[src/rtl/riscv_lsu.sv]
`default_nettype none
// ----------------------------------------------------------------------------
// riscv_lsu : load/store unit, core access to byte-lane data-memory handshake
// Revision  : 1.0
// ----------------------------------------------------------------------------
module riscv_lsu #(
   parameter int ADDR_W = 32,
   parameter int DATA_W = 32
) (
   input  logic              clk_i,
   input  logic              rst_i,
   input  logic              core_req_i,
   input  logic              core_we_i,
   input  logic [2:0]        core_size_i,
   input  logic [ADDR_W-1:0] core_addr_i,
   input  logic [31:0]       core_wd_i,
   output logic [31:0]       core_rd_o,
   output logic              core_stall_o,
   output logic              misalign_o,
   output logic              mem_req_o,
   output logic              mem_we_o,
   output logic [3:0]        mem_be_o,
   output logic [ADDR_W-1:0] mem_addr_o,
   output logic [31:0]       mem_wd_o,
   input  logic [31:0]       mem_rd_i,
   input  logic              mem_ready_i
);

   typedef enum logic [0:0] {
      IDLE = 1'b0,
      WAIT = 1'b1
   } state_t;

   state_t      state;
   logic        legal;
   logic        aligned;
   logic        go;
   logic [7:0]  rd_byte;
   logic [15:0] rd_half;

   always_comb begin
      legal = 1'b0;
      case (core_size_i)
         3'd0, 3'd1, 3'd2: legal = 1'b1;
         3'd4, 3'd5:       legal = ~core_we_i;
         default:          legal = 1'b0;
      endcase
   end

   always_comb begin
      aligned = 1'b1;
      case (core_size_i)
         3'd1, 3'd5: aligned = ~core_addr_i[0];
         3'd2:       aligned = (core_addr_i[1:0] == 2'b00);
         default:    aligned = 1'b1;
      endcase
   end

   assign go = core_req_i & legal & aligned;

   // A request that goes bad while waiting is treated like an abort.
   always_ff @(posedge clk_i or posedge rst_i) begin
      if (rst_i) begin
         state <= IDLE;
      end else begin
         case (state)
            IDLE:    if (go) state <= WAIT;
            WAIT:    if (mem_ready_i || !go) state <= IDLE;
            default: state <= IDLE;
         endcase
      end
   end

   assign misalign_o   = core_req_i & ~(legal & aligned);
   assign mem_req_o    = go;
   assign mem_we_o     = go & core_we_i;
   assign mem_addr_o   = core_addr_i;
   assign core_stall_o = go & ((state == IDLE) | ~mem_ready_i);

   always_comb begin
      mem_be_o = 4'b0000;
      mem_wd_o = 32'h0;
      if (go) begin
         case (core_size_i[1:0])
            2'd0: begin
               mem_be_o = 4'b0001 << core_addr_i[1:0];
               mem_wd_o = {4{core_wd_i[7:0]}};
            end
            2'd1: begin
               mem_be_o = 4'b0011 << {core_addr_i[1], 1'b0};
               mem_wd_o = {2{core_wd_i[15:0]}};
            end
            default: begin
               mem_be_o = 4'b1111;
               mem_wd_o = core_wd_i;
            end
         endcase
      end
   end

   assign rd_byte = mem_rd_i[{core_addr_i[1:0], 3'b000} +: 8];
   assign rd_half = core_addr_i[1] ? mem_rd_i[31:16] : mem_rd_i[15:0];

   always_comb begin
      core_rd_o = 32'h0;
      if (go && !core_we_i) begin
         case (core_size_i)
            3'd0:    core_rd_o = {{24{rd_byte[7]}}, rd_byte};
            3'd4:    core_rd_o = {24'h0, rd_byte};
            3'd1:    core_rd_o = {{16{rd_half[15]}}, rd_half};
            3'd5:    core_rd_o = {16'h0, rd_half};
            default: core_rd_o = mem_rd_i;
         endcase
      end
   end

endmodule
`default_nettype wire

[config.mk]
export PLATFORM = sky130hd
export DESIGN_NAME = riscv_lsu
export DESIGN_NICKNAME = d
export VERILOG_FILES = /design/src/rtl/riscv_lsu.sv
export SDC_FILE = /design/constraint.sdc
export NUM_CORES = 1
export LEC_CHECK = 0
export ABC_AREA = 1
export CORE_ASPECT_RATIO = 1.2
export CORE_MARGIN = 4
export CORE_UTILIZATION = 29
export CTS_BUF_LIST = sky130_fd_sc_hd__clkbuf_2
export CTS_CLUSTER_SIZE = 10
export DETAILED_ROUTE_END_ITERATION = 10
export HOLD_SLACK_MARGIN = 0.12
export PLACE_DENSITY = 0.95
export REMOVE_ABC_BUFFERS = 1
export SLEW_MARGIN = 40
export SYNTH_ARGS = -nofsm -noshare
export SYNTH_HDL_FRONTEND = slang
export SYNTH_SLANG_ARGS = --single-unit
[constraint.sdc]
create_clock -name clk_i -period 2.3 [get_ports clk_i]
set_input_delay 0.575 -clock clk_i [delete_from_list [all_inputs] [get_ports clk_i]]
set_output_delay 0.575 -clock clk_i [all_outputs]
set_load 0.02 [all_outputs]
==> results.cfg <==
[run_status]
status = finished, violations left
violations = negative setup slack

[yosys]
syn_area_um2 = 1860
yosysMostFrequentCell = nor2_1
syn_inst = 373
synth-seq-cells = 1
synth.distinct_cells = 26
avgSynthCellArea_um2 = 4.98
synth_top_cell_by_area = nor2_1
synth_top_area_share_pct = 17.6
synth_async_sr_flop_share_pct = 100
synth_commonest_cells = 87 x nor2_1, 64 x nand2_1, 34 x inv_1
yosys_warnings = 0
synth_edf_count = 0
yosysSeqAreaShare_pct = 1.35
synth_area_leaders = nor2_1 18%, buf_4 13%, nand2_1 13%
synth_ff_type = dfrtp_1

[die]
start_util_pct = 30.3
rows = 31
chipHeight_um = 95.7
ios = 208
die_w_um = 81.1
die_area_um2 = 7760
core_area_um2 = 6130

[pwr]
pwr_density_cell_nw_per_um2 = 209
vdd_drop_max_uv = 134
clkPwrFrac_pct = 0
intPower_uw = 455
p_switching_uw = 452
sw_frac_of_total_pct = 49.8
pwr-share-comb_pct = 97.8
power_leakage_uw = 0.00201
power_frac_seq_pct = 2.2

[critical_path]
arrival_ns = 1.83
critPathKind = input pin to primary output
r2r_cells = 1
path_cells = clkdlybuf4s15_1 > nand2_1 > nand3_2 > nand2_4 > buf_6 > buf_6 > buf_16 > nand4_1 > nor2_4 > buf_6
cpMostUsedCell = buf_6
worstSetupStartpointType = input pin
critPathMaxFanout = 5
required_ns = 1.73
cp_slowest_cell = clkdlybuf4s15_1
end_kind = primary output
critical-path-max-stage-delay_ns = 0.19

[timing]
drv_slew = 0
tightestPinTransition_ns = 0.403
finalCritPeriodShare_pct = 104
fin_ws_ns = -0.102
fmax_ghz = 0.416
rsz0062_at_grt = yes
setup_viol = 35
period_minus_slack_ns = 2.40
fin_skew_ns = 0
hold_viol = 0
fin_tns_setup_ns = -1.10
max-slew-margin-rel_pct = 73.1

[cells_and_area]
largest_register_ffs = 1
nets = 649
largest-register = state
reg_top3 = state: 1 flops
antenna_cells = 0
drive_above_1_share_pct = 48.4
syn2layout_area_growth_pct = 133

[drt]
drc = 0
vias = 3399
drt_wl_total_um = 12600
drtPass1Iterations = 5
drtAntennaViolNets = 0
drt-wirelength-per-cell_um = 20.1
dr.first_iter.drc_count = 279
avgViaCountPerCell = 5.44

[global_route]
grt.total_usage_pct = 30.5
grt_first_pass_wirelength_um = 18100
grt_pass1_vias = 3461
grt_start_max_net_pins = 26
grt_overflow = 0
antenna_found_initial = 0

[job]
cap_violations = 0

[placed_design]
io_buffer_count = 147
dpl_worst_slack_ns = -0.938
routabilityCongestion = 0.893
hpwl_um = 8470

[worst_hold_path]
holdCritPathClass = flop to flop
hold_depth = 1

[cts]
insertion_delay_ns = 0
clkSlewWorstSetupHoldPaths_ns = 0
==> stage by stage <==
stage               hold WS, ns  instance area (um^2)  utilization (%)  power [uW]  instances
CTS                       0.449                  4190             68.4         852        625
global route              0.464                  4340             70.8         955        625
global placement          0.439                  3530             57.6         683        600
finish                    0.446                  4340             70.8         907        625
detailed placement        0.453                  3530             57.6         696        600
floorplan                 0.304                  1470                -         278        316
==> final cells by class <==
class / count / area, um^2
well taps: 82 / 103
inverters: 37 / 149
repair buffers: 227 / 2280
flip-flops and latches: 1 / 25.0
fillers: 459 / 1790
multi-input cells: 278 / 1780
==> power groups by stage <==
stage	Combinational (uW)	Sequential, uW	Clock [uW]
CTS	832	19.6	0
finish	887	19.6	0
global placement	664	19.6	0
global route	935	19.7	0
detailed placement	677	19.6	0
floorplan	258	19.4	0
==> per-layer routing <==
metal  GRT usage [%]  up-vias  part of all wire (%)
li1                -     1523                     -
met1            35.3     1554                    38
met2            50.6      286                    46
met3            13.7       34                    13
met4            6.90        2                   2.4
met5            6.43        -                  0.35
==> timing repair <==
action | 4_1_cts | 5_1_grt
hold buffers | 0 | 0
setup buffers | 20 | 2
gates resized for setup | 531 | 59
pin swaps | 31 | 11
gates cloned | 5 | 0
setup endpoints to repair | 74 | 72
hold endpoints to repair | 0 | 0
==> placed cells by master, fill, tap and decap left out, types with 10 or more instances in the layout <==
cell	Yosys	final
o21ai_0	15	11
clkdlybuf4s50_1	0	64
buf_2	11	11
buf_4	33	77
inv_1	34	28
nor2_1	87	54
o21ai_1	10	11
buf_6	5	50
or2_2	13	13
a21oi_1	18	18
nor3_2	0	13
nand2_1	64	52
nand4_1	26	26
buf_12	0	10
nand2_2	4	12
nor2_4	1	31
==> worst max-delay path, delay by kind of cell <==
kind / cells / cell delay (ns)
buf+inv: 5 / 0.65
simple gates: 5 / 0.60
==> logic make-up after synthesis <==
| logic type | after synthesis | share of synthesized area, % |
|---|---|---|
| AOI/OAI and AO/OA | 54 | 15.9 |
| buffers and inverters | 94 | 28.4 |
| DFF | 1 | 1.35 |
| and+or+nand+nor | 224 | 54.4 |
==> final timing paths <==
kind                           start  slack, ns            end
setup / recovery           core_we_i      -0.10  core_rd_o[27]
hold / removal                 state       0.45          state
setup reg to reg               state       1.73          state
hold reg to reg                state       0.45          state
max in group asynchronous      rst_i       1.48          state
min in group asynchronous      rst_i       0.73          state
(Power assumes the default switching activity.)
